## src/rtl/writeback_arbiter_if.sv

```systemverilog
// rtl/writeback_arbiter_if.sv - handshake and bus bundle for the writeback arbiter
//
// Purpose: groups every non-clock, non-reset signal of writeback_arbiter.
//   slave  : the arbiter side (consumes pipe/slow/lookup inputs, drives write port,
//            scoreboard, stall and forward outputs).
//   master : the surrounding pipeline / register file / decode side.
// Signals:
//   pipe_valid/pipe_rd/pipe_data           in-order pipeline result
//   slow_issue/slow_issue_rd               long-latency op issue (scoreboard set)
//   slow_valid/slow_ready/slow_rd/slow_data long-latency result handshake
//   wb_addr/wb_data                        register-file write port (addr 0 = no write)
//   busy                                   per-register scoreboard, bit 0 always 0
//   stall_req                              starvation stall request to decode
//   fwd_addr1/2, fwd_hit1/2, fwd_data1/2   decode source lookups against the write port
interface writeback_arbiter_if;
  typedef logic [31:0] Word;
  typedef logic [4:0]  RegAddress;

  logic        pipe_valid;
  RegAddress   pipe_rd;
  Word         pipe_data;
  logic        slow_issue;
  RegAddress   slow_issue_rd;
  logic        slow_valid;
  logic        slow_ready;
  RegAddress   slow_rd;
  Word         slow_data;
  RegAddress   wb_addr;
  Word         wb_data;
  logic [31:0] busy;
  logic        stall_req;
  RegAddress   fwd_addr1;
  RegAddress   fwd_addr2;
  logic        fwd_hit1;
  logic        fwd_hit2;
  Word         fwd_data1;
  Word         fwd_data2;

  modport slave (
    input  pipe_valid, pipe_rd, pipe_data,
    input  slow_issue, slow_issue_rd,
    input  slow_valid, slow_rd, slow_data,
    output slow_ready,
    output wb_addr, wb_data, busy, stall_req,
    input  fwd_addr1, fwd_addr2,
    output fwd_hit1, fwd_hit2, fwd_data1, fwd_data2
  );

  modport master (
    output pipe_valid, pipe_rd, pipe_data,
    output slow_issue, slow_issue_rd,
    output slow_valid, slow_rd, slow_data,
    input  slow_ready,
    input  wb_addr, wb_data, busy, stall_req,
    output fwd_addr1, fwd_addr2,
    input  fwd_hit1, fwd_hit2, fwd_data1, fwd_data2
  );
endinterface

```

## src/rtl/writeback_arbiter.sv

```systemverilog
// rtl/writeback_arbiter.sv - merges pipeline and long-latency writes onto one register-file port
//
// Purpose: the pipeline result always wins the write port; long-latency results wait
//   in a one-entry hold buffer and drain whenever the pipeline is not writing a
//   non-zero register. A busy scoreboard tracks in-flight long-latency destinations,
//   a saturating starvation counter raises stall_req, and the registered write port
//   is forwarded to decode.
// Ports:
//   clk   : clock, all state updates on posedge
//   reset : synchronous, active-high
//   bus   : writeback_arbiter_if.slave (see interface file for the signal list)
// Configuration macro: WRITEBACK_BYPASS_EN
//   defined   : forwarding active, busy clears at the drain edge
//   undefined : forwarding outputs tied to 0, busy clears one edge after the drain
module writeback_arbiter (
  input  logic                 clk,
  input  logic                 reset,
  writeback_arbiter_if.slave   bus
);
  typedef logic [31:0] Word;
  typedef logic [4:0]  RegAddress;

  logic        hold_valid_q, hold_valid_d;
  RegAddress   hold_rd_q,    hold_rd_d;
  Word         hold_data_q,  hold_data_d;
  RegAddress   wb_addr_q,    wb_addr_d;
  Word         wb_data_q,    wb_data_d;
  logic [31:0] busy_q,       busy_d;
  logic [2:0]  cnt_q,        cnt_d;

  logic        pipe_wins;
  logic        drain;
  logic        accept;
  logic [31:0] set_mask;
  logic [31:0] clr_mask;

`ifndef WRITEBACK_BYPASS_EN
  // Delayed clear: remembers the register drained at the previous edge.
  logic        clr_pend_q, clr_pend_d;
  RegAddress   clr_rd_q,   clr_rd_d;
`endif

  always_comb begin
    pipe_wins = bus.pipe_valid && (bus.pipe_rd != '0);
    drain     = hold_valid_q && !pipe_wins;
    // Reset overrides every register below, so reset need not gate accept here.
    accept    = bus.slow_valid && !hold_valid_q;
    set_mask  = (bus.slow_issue && (bus.slow_issue_rd != '0)) ? (32'd1 << bus.slow_issue_rd) : 32'd0;
  end

  always_comb begin
    hold_valid_d = hold_valid_q;
    hold_rd_d    = hold_rd_q;
    hold_data_d  = hold_data_q;
    if (drain) begin
      hold_valid_d = 1'b0;
    end
    // Results for x0 are accepted but never enter the buffer.
    if (accept && (bus.slow_rd != '0)) begin
      hold_valid_d = 1'b1;
      hold_rd_d    = bus.slow_rd;
      hold_data_d  = bus.slow_data;
    end
  end

  always_comb begin
    wb_addr_d = '0;
    wb_data_d = wb_data_q;
    if (pipe_wins) begin
      wb_addr_d = bus.pipe_rd;
      wb_data_d = bus.pipe_data;
    end else if (drain) begin
      wb_addr_d = hold_rd_q;
      wb_data_d = hold_data_q;
    end
  end

  always_comb begin
    cnt_d = cnt_q;
    if (!hold_valid_q || drain) begin
      cnt_d = '0;
    end else if (cnt_q != 3'd7) begin
      cnt_d = cnt_q + 3'd1;
    end
  end

`ifdef WRITEBACK_BYPASS_EN
  always_comb begin
    clr_mask = drain ? (32'd1 << hold_rd_q) : 32'd0;
  end
`else
  always_comb begin
    clr_mask   = clr_pend_q ? (32'd1 << clr_rd_q) : 32'd0;
    // A newer issue to the same register at the drain edge owns the bit;
    // dropping the pending clear keeps it from being wiped one edge later.
    clr_pend_d = drain && !set_mask[hold_rd_q];
    clr_rd_d   = hold_rd_q;
  end
`endif

  always_comb begin
    // Set is applied after clear so the newer op wins.
    busy_d    = (busy_q & ~clr_mask) | set_mask;
    busy_d[0] = 1'b0;
  end

  always_ff @(posedge clk) begin
    if (reset) begin
      hold_valid_q <= 1'b0;
      hold_rd_q    <= '0;
      hold_data_q  <= '0;
      wb_addr_q    <= '0;
      wb_data_q    <= '0;
      busy_q       <= '0;
      cnt_q        <= '0;
    end else begin
      hold_valid_q <= hold_valid_d;
      hold_rd_q    <= hold_rd_d;
      hold_data_q  <= hold_data_d;
      wb_addr_q    <= wb_addr_d;
      wb_data_q    <= wb_data_d;
      busy_q       <= busy_d;
      cnt_q        <= cnt_d;
    end
  end

`ifndef WRITEBACK_BYPASS_EN
  always_ff @(posedge clk) begin
    if (reset) begin
      clr_pend_q <= 1'b0;
      clr_rd_q   <= '0;
    end else begin
      clr_pend_q <= clr_pend_d;
      clr_rd_q   <= clr_rd_d;
    end
  end
`endif

  assign bus.slow_ready = !hold_valid_q && !reset;
  assign bus.wb_addr    = wb_addr_q;
  assign bus.wb_data    = wb_data_q;
  assign bus.busy       = busy_q;
  assign bus.stall_req  = (cnt_q >= 3'd4);

`ifdef WRITEBACK_BYPASS_EN
  assign bus.fwd_hit1  = (wb_addr_q != '0) && (wb_addr_q == bus.fwd_addr1);
  assign bus.fwd_hit2  = (wb_addr_q != '0) && (wb_addr_q == bus.fwd_addr2);
  assign bus.fwd_data1 = bus.fwd_hit1 ? wb_data_q : '0;
  assign bus.fwd_data2 = bus.fwd_hit2 ? wb_data_q : '0;
`else
  logic unused_fwd_addr;
  assign unused_fwd_addr = ^{bus.fwd_addr1, bus.fwd_addr2};
  assign bus.fwd_hit1  = 1'b0;
  assign bus.fwd_hit2  = 1'b0;
  assign bus.fwd_data1 = '0;
  assign bus.fwd_data2 = '0;
`endif
endmodule

```

## src/flat_wrapper.sv

```systemverilog
// flat-port wrapper written by rule: the top's interface ports become plain ports
module writeback_arbiter_flat 
  (clk, reset, bus_pipe_valid, bus_pipe_rd, bus_pipe_data, bus_slow_issue, bus_slow_issue_rd, bus_slow_valid, bus_slow_rd, bus_slow_data, bus_slow_ready, bus_wb_addr, bus_wb_data, bus_busy, bus_stall_req, bus_fwd_addr1, bus_fwd_addr2, bus_fwd_hit1, bus_fwd_hit2, bus_fwd_data1, bus_fwd_data2);
  writeback_arbiter_if bus_i ();
  input  logic clk;
  input  logic reset;
  input wire logic [$bits(bus_i.pipe_valid)-1:0] bus_pipe_valid;
  input wire logic [$bits(bus_i.pipe_rd)-1:0] bus_pipe_rd;
  input wire logic [$bits(bus_i.pipe_data)-1:0] bus_pipe_data;
  input wire logic [$bits(bus_i.slow_issue)-1:0] bus_slow_issue;
  input wire logic [$bits(bus_i.slow_issue_rd)-1:0] bus_slow_issue_rd;
  input wire logic [$bits(bus_i.slow_valid)-1:0] bus_slow_valid;
  input wire logic [$bits(bus_i.slow_rd)-1:0] bus_slow_rd;
  input wire logic [$bits(bus_i.slow_data)-1:0] bus_slow_data;
  output wire logic [$bits(bus_i.slow_ready)-1:0] bus_slow_ready;
  output wire logic [$bits(bus_i.wb_addr)-1:0] bus_wb_addr;
  output wire logic [$bits(bus_i.wb_data)-1:0] bus_wb_data;
  output wire logic [$bits(bus_i.busy)-1:0] bus_busy;
  output wire logic [$bits(bus_i.stall_req)-1:0] bus_stall_req;
  input wire logic [$bits(bus_i.fwd_addr1)-1:0] bus_fwd_addr1;
  input wire logic [$bits(bus_i.fwd_addr2)-1:0] bus_fwd_addr2;
  output wire logic [$bits(bus_i.fwd_hit1)-1:0] bus_fwd_hit1;
  output wire logic [$bits(bus_i.fwd_hit2)-1:0] bus_fwd_hit2;
  output wire logic [$bits(bus_i.fwd_data1)-1:0] bus_fwd_data1;
  output wire logic [$bits(bus_i.fwd_data2)-1:0] bus_fwd_data2;
  assign bus_i.pipe_valid = bus_pipe_valid;
  assign bus_i.pipe_rd = bus_pipe_rd;
  assign bus_i.pipe_data = bus_pipe_data;
  assign bus_i.slow_issue = bus_slow_issue;
  assign bus_i.slow_issue_rd = bus_slow_issue_rd;
  assign bus_i.slow_valid = bus_slow_valid;
  assign bus_i.slow_rd = bus_slow_rd;
  assign bus_i.slow_data = bus_slow_data;
  assign bus_slow_ready = bus_i.slow_ready;
  assign bus_wb_addr = bus_i.wb_addr;
  assign bus_wb_data = bus_i.wb_data;
  assign bus_busy = bus_i.busy;
  assign bus_stall_req = bus_i.stall_req;
  assign bus_i.fwd_addr1 = bus_fwd_addr1;
  assign bus_i.fwd_addr2 = bus_fwd_addr2;
  assign bus_fwd_hit1 = bus_i.fwd_hit1;
  assign bus_fwd_hit2 = bus_i.fwd_hit2;
  assign bus_fwd_data1 = bus_i.fwd_data1;
  assign bus_fwd_data2 = bus_i.fwd_data2;
  writeback_arbiter u_core (.clk(clk), .reset(reset), .bus(bus_i));
endmodule
```

## config.mk

```make
export PLATFORM = sky130hd
export DESIGN_NAME = writeback_arbiter_flat
export DESIGN_NICKNAME = d
export VERILOG_FILES = /design/src/rtl/writeback_arbiter_if.sv /design/src/rtl/writeback_arbiter.sv /design/src/flat_wrapper.sv
export SDC_FILE = /design/constraint.sdc
export NUM_CORES = 1
export LEC_CHECK = 0
export BUFFER_PORTS_ARGS = -buffer_cell sky130_fd_sc_hd__buf_2
export CAP_MARGIN = 20
export CORE_UTILIZATION = 48
export DETAILED_ROUTE_END_ITERATION = 16
export GPL_ROUTABILITY_DRIVEN = 0
export PLACE_DENSITY = 0.81
export SYNTH_ARGS = -nofsm -noshare
export SYNTH_HDL_FRONTEND = slang
export SYNTH_SLANG_ARGS = --single-unit
```

## constraint.sdc

```tcl
create_clock -name clk -period 1.55 [get_ports clk]
set_input_delay 0.155 -clock clk [delete_from_list [all_inputs] [get_ports clk]]
set_output_delay 0.155 -clock clk [all_outputs]
set_load 0.01 [all_outputs]
```

## Word level (Yosys, flattened, before mapping)

Cells that the tools add are included.

| storage, ports and cells | value |
|---|---|
| flip-flop bits (word level) | 116 |
| bits in latches | 0 |
| memory bits (writable) | 0 |
| bits in read-only memories | 0 |
| bits of input ports | 94 |
| output and inout port bits | 137 |
| memories | 0 |

| operators by class | value |
|---|---|
| add/sub/neg operators | 1 |
| $mul | 0 |
| divide/modulo/power cells | 0 |
| $lt $le $gt $ge | 2 |
| equal/unequal tests | 1 |
| shifts and indexed selects | 2 |
| muxes and demuxes | 10 |
| bitwise gates (word level) | 3 |
| reduce and logical (&&, ||, !) cells | 18 |

Operators by type and width:

| operator | count |
|---|---|
| 32-bit two-way mux | 4 |
| 1-bit by 5-bit left shift with 32-bit output, first input constant | 2 |
| 32-bit AND | 1 |
| 32-bit NOT | 1 |
| 32-bit bitwise OR | 1 |
| 5-bit nonzero test | 3 |
| 5-bit two-way mux | 2 |
| 1-bit logical AND | 7 |
| 5-bit by 6-bit < comparator with 1-bit output, second input constant | 1 |
| 1-bit binary-select mux with 5-bit select | 1 |
| 1-bit zero test | 4 |
| 2-bit nonzero test | 2 |
| 3-bit by 1-bit adder with 3-bit output, second input constant | 1 |
| 3-bit greater-or-equal comparator, second input constant | 1 |
| 1-bit two-way mux | 3 |
| 3-bit inequality test, second input constant | 1 |
| 2-bit OR reduction | 1 |
| 1-bit logical OR | 1 |

## Longest topological paths before layout

Gate-level depths: netlist (run 1).

| logic depth | value |
|---|---|
| word-level depth | 7 |
| gate-level depth with buffers | 7 |
| gate-level depth less buffers | 4 |

## Worst setup path after synthesis (run 1)

Ideal clock, no wire load.

| path | value |
|---|---|
| kind | input-to-reg |
| start | input port bus_pipe_rd[4] |
| end | register u_core.wb_data_q[24], in the netlist u_core.bus.wb_data[24] |
| setup time | 81 ps |
| arrival | 1314 ps |
| required time | 1469 ps |
| setup slack | 155 ps |
| cell stages on the path | 5 |
| cells stage by stage | or4_4 o21ai_4 buf_6 nor2_1 a211oi_2 |

| on the way | value |
|---|---|
| cells in the longest elaborated chain, start to end | 5 |

Ends and longest elaborated chain:

| what | RTL line | text |
|---|---|---|
| start, declared | flat_wrapper.sv:8 | `input wire logic [$bits(bus_i.pipe_rd)-1:0] bus_pipe_rd;` |
| 5-bit nonzero test (*) | writeback_arbiter.sv:44 | `pipe_wins = bus.pipe_valid && (bus.pipe_rd != '0);` |
| 1-bit logical AND (*) | writeback_arbiter.sv:44 |  |
| 1-bit zero test | writeback_arbiter.sv:45 | `drain = hold_valid_q && !pipe_wins;` |
| 1-bit logical AND | writeback_arbiter.sv:45 |  |
| 2-bit nonzero test (no line) | n/a |  |
| end signal, assigned | writeback_arbiter.sv:121 | `wb_data_q <= wb_data_d;` |
| end, declared | writeback_arbiter.sv:27 | `Word wb_data_q, wb_data_d;` |

Every way passes the cells marked *; elsewhere a longest branch is shown, timed or not.
A chain may end at the register's enable or synchronous reset.

## Final worst setup path (run 1)

| path | value |
|---|---|
| start | register u_core.hold_rd_q[0], in the netlist u_core.clr_rd_d[0] |
| end | register u_core.clr_pend_q |

| on the way | value |
|---|---|
| cells in the longest elaborated chain, start to end | 4 |

Ends and longest elaborated chain:

| what | RTL line | text |
|---|---|---|
| start, declared | writeback_arbiter.sv:24 | `RegAddress hold_rd_q, hold_rd_d;` |
| start signal, assigned | writeback_arbiter.sv:118 | `hold_rd_q <= hold_rd_d;` |
| 1-bit binary-select mux with 5-bit select | writeback_arbiter.sv:96 | `clr_pend_d = drain && !set_mask[hold_rd_q];` |
| 1-bit two-way mux (implied by the code) | writeback_arbiter.sv:96 |  |
| 1-bit zero test | writeback_arbiter.sv:96 |  |
| 1-bit logical AND | writeback_arbiter.sv:96 |  |
| end signal, assigned | writeback_arbiter.sv:133 | `clr_pend_q <= clr_pend_d;` |
| end, declared | writeback_arbiter.sv:39 | `logic clr_pend_q, clr_pend_d;` |

No other way between the ends. The select of a mux whose other input is x is not followed.

==> results of run 1 <==
==> worst max-delay path by stage <==
stage	from	depth (start not counted)	to	slack [ps]
2_1_floorplan	bus_pipe_rd[4]	5	u_core.bus.wb_data[24]	150
3_3_place_gp	bus_pipe_rd[4]	6	u_core.bus.wb_data[29]	-90
3_5_place_dp	bus_pipe_rd[4]	6	u_core.bus.wb_data[29]	-150
4_1_cts	bus_pipe_valid	7	u_core.bus.wb_addr[4]	50
5_1_grt	u_core.clr_rd_d[0]	3	u_core.clr_pend_q	40
6_report	u_core.clr_rd_d[0]	3	u_core.clr_pend_q	100
==> synthesized netlist by cell type (all sizes together) <==
| master | number | share of area (%) |
|---|---|---|
| a32oi | 5 | 0.84 |
| a2111oi | 1 | 0.17 |
| a21oi | 63 | 6.0 |
| nand4 | 1 | 0.12 |
| nor2 | 46 | 3.3 |
| o311ai | 1 | 0.17 |
| nor3 | 1 | 0.095 |
| or2 | 1 | 0.12 |
| o22a | 4 | 0.67 |
| a32o | 1 | 0.19 |
| ha | 3 | 0.72 |
| or3 | 1 | 0.12 |
| buf | 82 | 12 |
| or4 | 2 | 0.36 |
| dfxtp | 115 | 44 |
| conb | 1 | 0.072 |
| nand2b | 2 | 0.24 |
| clkbuf | 22 | 1.6 |
| nor3b | 4 | 0.67 |
| xnor2 | 2 | 0.33 |
| nor2b | 9 | 1.1 |
| nor4 | 2 | 0.24 |
| xor2 | 3 | 0.50 |
| and3 | 2 | 0.24 |
| o21a | 2 | 0.29 |
| nand3 | 5 | 0.48 |
| o21ai | 33 | 3.4 |
| mux2i | 34 | 6.5 |
| inv | 4 | 0.29 |
| a211oi | 32 | 7.6 |
| nand2 | 104 | 7.4 |
| and3b | 3 | 0.50 |
==> final cells by class <==
cell class	instances	area (um^2)	area share, %
clock buffer	24	490	6.73
sequential	115	2300	31.6
tap	136	170	2.34
multi-input combinational	434	2480	34.1
clock inverter	5	75.1	1.03
inverter	4	15.0	0.206
timing repair buffer	252	1750	24.0
==> critical path, stage by stage (launching register included) <==
cell       delay (ps)
dfxtp_1           440
o311ai_0          190
a2111oi_0         570
nor4_1            110
==> kinds of logic after synthesis <==
group / synth area share (%)
adders and majority gates: 0.716
muxes: 6.49
AOI/OAI and AO/OA: 19.4
xor gates and xnor gates: 0.835
buffers and inverters: 13.6
and+or+nand+nor: 15.0
other: 0.0715
DFF: 43.9
==> sequential cells by signal, indices dropped and copies added, names as in the netlist <==
name and flops:
u_core.clr_pend_q 1, u_core.bus.wb_data 32, u_core.clr_rd_q 5, u_core.clr_rd_d 5
u_core.hold_valid_q 1, u_core.hold_data_q 32, u_core.cnt_q 3, u_core.bus.wb_addr 5
u_core.bus.busy 31
==> layer usage <==
layer | vias up | GRT usage [%] | routed length [um]
li1 | 2339 | - | -
met1 | 2404 | 30.7 | 6090
met2 | 314 | 51.6 | 8000
met3 | 61 | 8.15 | 1360
met4 | 2 | 14.1 | 549
met5 | - | 0 | 8
==> through the flow <==
| stage | total power, uW | cells | cell area, um^2 | setup TNS, ps | setup WS, ps |
|---|---|---|---|---|---|
| after floorplan | 3980 | 657 | 5490 | 0 | 155 |
| after global placement | 4180 | 868 | 5980 | -2980 | -88.1 |
| after detailed placement | 4220 | 868 | 5980 | -4790 | -147 |
| after CTS | 8090 | 972 | 7290 | 0 | 48.1 |
| after global routing | 8410 | 970 | 7290 | 0 | 41.8 |
| final | 8140 | 970 | 7290 | 0 | 102 |
==> power by group <==
group | switching, uW | internal (uW)
sequential | 106 | 3120
combinational | 639 | 515
clock | 1300 | 2460
total | 2040 | 6100
==> timing repair <==
action | 4_1_cts | 5_1_grt
endpoints found under the setup margin | 0 | 3
resized for setup | 0 | 4
hold buffers | 75 | 0
hold endpoints to repair | 71 | 0
==> impl_metrics.yaml, run 1 <==
finish:
  nFillCells: 735
  syn2layout_area_growth_pct: 39.0
  drive_gt1_share_pct: 29.3
  final_cell_mix: "151 x buf_2, 114 x dfxtp_1, 104 x nand2_1, 72 x dlygate4sd3_1, 67 x conb_1"
  fin_util_pct: 69.6
  fin_nets: 921
  antennaDiodeCount: 0
  final_common_cell: "buf_2"
power:
  max-vdd-ir-drop_mv: 0.694
  p_leak_uw: 0.00321
  powerDensity_nw_per_um2: 1120
logic_synthesis:
  ys_types: 39
  yosys_warnings: 0
  synth_cells: 591
  syn_avg_cell_area_um2: 8.87
  synth_area_um2: 5240
  seq_area_frac_synth_pct: 43.9
  ys_seq_elements: 115
timing:
  rsz0062_at_grt: "false"
  timing.hold.ws_ps: 24.3
  setup_violations: 0
  maxSlewViolCount: 0
  finClkSkew_ps: 11.9
  max_slew.worst_pin.slew_ps: 578
  fin_crit_ps: 1450
  slew_headroom_pct: 61.4
  post-route-period-util_pct: 93.4
  finalHoldViolCount: 0
  fmax_ghz: 0.691
worst_hold_path:
  min_to: "u_core.bus.wb_addr[4]"
  hold_class: "in2reg"
  min_from: "bus_pipe_rd[4]"
  min_path_cells: 4
detailed_routing:
  drtPass1Iterations: 6
  vias_per_cell: 5.28
  drt_iter0_drc: 309
  ant_nets: 0
  via_count: 5120
  wire_per_inst_um: 16.5
  drt_wl_total_um: 16000
  drc_errors: 0
die:
  start_util_pct: 50.1
  fp-row-count: 37
  io_pins: 231
  die_area_um2: 11300
  die_w_um: 107
  die_h_um: 107
  coreArea_um2: 10500
critical_path:
  r2r_cells: 3
  cp_data_required_time_ps: 1910
  worst_ep_arrival_time_ps: 1810
  r2r-start: "u_core.clr_rd_d[0]"
  r2r_end: "u_core.clr_pend_q"
  reg2reg_slack_ps: 100
  crit_path_start_kind: "flop"
  endpoint_kind: "flop"
  cp_max_fo: 4
  critical_path_class: "reg2reg"
global_route:
  grt_max_degree: 58
  grt_pass1_wl_um: 25300
  grt_use_total_pct: 28.7
  grt_pass1_vias: 5162
  grt_overflow: 0
  antenna_found_initial: 1
clocking:
  cts_root_buf: "clkbuf_8"
  clock_sinks: 115
  post-cts-setup-buffer-count: 0
  cts_buffers: 17
  path_clk_slew_ps: 50
  clockBufferDepth: 2
  h-tree-depth: 4
  cts_tree: "yes"
  clk_latency_ps: 510
place:
  port_buffers: 153
  dp_hpwl_um: 9060
job:
  maxCapViolCount: 0
status:
  outcome: "completed"
Power figures use the tool's default switching activity.
==> run 2, diff against run 1 <==
--- a/config.mk
+++ b/config.mk
@@ -11,6 +11,7 @@
 export DETAILED_ROUTE_END_ITERATION = 16
 export GPL_ROUTABILITY_DRIVEN = 0
 export PLACE_DENSITY = 0.81
+export RECOVER_POWER = 50
 export SYNTH_ARGS = -nofsm -noshare
 export SYNTH_HDL_FRONTEND = slang
 export SYNTH_SLANG_ARGS = --single-unit
==> impl_metrics.yaml, run 2 (synthesized netlist as in run 1, its figures left out) <==
power:
  internal_power_uw: 6070
  comb_power_share_pct: 13.9
  max-vdd-ir-drop_mv: 0.691
  pwr-share-seq_pct: 39.8
  powerDensity_nw_per_um2: 1130
  p_leak_uw: 0.00293
  power_switching_uw: 2040
  swShare_pct: 25.2
  clock_power_share_pct: 46.3
worst_hold_path:
  hold_class: "in2reg"
  min_to: "u_core.bus.wb_addr[4]"
  min_from: "bus_pipe_rd[4]"
  min_path_cells: 4
finish:
  antennaDiodeCount: 0
  fin_util_pct: 68.7
  fin_nets: 921
  final_common_cell: "dfxtp_1"
  syn2layout_area_growth_pct: 37.0
  finalNonFillerCells: 970
  stdcell_area_um2: 7190
  final_cell_mix: "114 x dfxtp_1, 104 x nand2_1, 83 x buf_2, 72 x dlygate4sd3_1, 71 x clkbuf_1"
  drive_gt1_share_pct: 20.9
timing:
  max_slew.worst_pin.slew_ps: 579
  fmax_ghz: 0.697
  post-route-period-util_pct: 92.6
  setup_ws_ps: 114
  rsz0062_at_grt: "false"
  maxSlewViolCount: 0
  finClkSkew_ps: 11.3
  slew_headroom_pct: 61.3
  finalHoldViolCount: 0
  setup_violations: 0
  fin_crit_ps: 1440
die:
  io_pins: 231
  die_h_um: 107
  start_util_pct: 50.1
  coreArea_um2: 10500
  die_area_um2: 11300
  die_w_um: 107
  fp-row-count: 37
critical_path:
  r2r_cells: 3
  endpoint_kind: "flop"
  crit_path_start_kind: "flop"
  crit_family: "compound AO/OA/AOI/OAI gates"
  r2r_end: "u_core.clr_pend_q"
  cp_max_fo: 4
  path_cells: "o311ai_0 > a2111oi_0 > nor4_1"
  crit_buf_inv: 0
  reg2reg_slack_ps: 110
  critical_path_class: "reg2reg"
  critical_path.max_stage_delay_ps: 570
  r2r-start: "u_core.clr_rd_d[0]"
  slowest_stage: "a2111oi_0"
  worst_ep_arrival_time_ps: 1790
  cp_data_required_time_ps: 1910
global_route:
  grt_overflow: 0
  grt_pass1_vias: 5162
  grt_max_degree: 58
  antenna_found_initial: 1
  grt_pass1_wl_um: 25300
  grt_use_total_pct: 28.7
detailed_routing:
  ant_nets: 0
  drc_errors: 0
  drt_wl_total_um: 16000
  drt_iter0_drc: 340
  wire_per_inst_um: 16.5
  vias_per_cell: 5.29
  drtPass1Iterations: 5
  via_count: 5136
job:
  maxCapViolCount: 0
place:
  place_ws_ps: -147
  dp_hpwl_um: 9060
  placedInstanceArea_um2: 5980
  port_buffers: 153
  place_inst: 868
clocking:
  clock_sinks: 115
  cts_buffers: 17
  path_clk_slew_ps: 50
  clockBufferDepth: 2
  cts_tree: "yes"
  cts_root_buf: "clkbuf_8"
  post-cts-setup-buffer-count: 0
  clk_latency_ps: 510
  h-tree-depth: 4
status:
  outcome: "completed"
run 2: stage by stage:
stage / hold slack (ps) / total power (uW) / setup TNS (ps)
2_1_floorplan: 288 / 3980 / 0
3_3_place_gp: 396 / 4180 / -2980
3_5_place_dp: 403 / 4220 / -4790
4_1_cts: 1.61 / 8090 / 0
5_1_grt: 39.1 / 8390 / 0
6_report: 26.2 / 8110 / 0
run 2: layout make-up:
class	count	area (um^2)
Fill cell	784	3280
Multi-Input combinational cell	434	2480
Sequential cell	115	2300
Timing Repair Buffer	252	1650
Clock buffer	24	490
Tap cell	136	170
Clock inverter	5	75.1
Inverter	4	15.0
run 2: routing by layer:
| metal | part of all wire, % | GRT usage, % | wire length, um |
|---|---|---|---|
| met5 | 0.050 | 0 | 8 |
| met4 | 3.1 | 14.1 | 496 |
| met3 | 8.5 | 8.15 | 1360 |
| met2 | 51 | 51.6 | 8100 |
| met1 | 38 | 30.7 | 6050 |
run 2: power groups by stage:
stage	clock [uW]	combinational, uW	sequential [uW]
6_report	3760	1130	3230
5_1_grt	3930	1220	3240
4_1_cts	3780	1100	3210
3_5_place_dp	0	948	3270
3_3_place_gp	0	917	3260
2_1_floorplan	0	692	3290
run 2: worst min-delay path, stage by stage:
cell	delay [ps]
buf_2	100
buf_4	100
a32oi_1	60
nor2_1	80
run 2: worst max-delay path by stage:
stage / startpoint / slack (ps) / cells past startpoint / end
2_1_floorplan: bus_pipe_rd[4] / 150 / 5 / u_core.bus.wb_data[24]
3_3_place_gp: bus_pipe_rd[4] / -90 / 6 / u_core.bus.wb_data[29]
3_5_place_dp: bus_pipe_rd[4] / -150 / 6 / u_core.bus.wb_data[29]
4_1_cts: bus_pipe_valid / 50 / 7 / u_core.bus.wb_addr[4]
5_1_grt: u_core.clr_rd_d[0] / 40 / 3 / u_core.clr_pend_q
6_report: u_core.clr_rd_d[0] / 110 / 3 / u_core.clr_pend_q
run 2: timing repair:
action,in CTS,in global routing
gates resized for setup,0,4
endpoints found under the hold margin,71,0
hold buffers,75,0
endpoints found under the setup margin,0,3
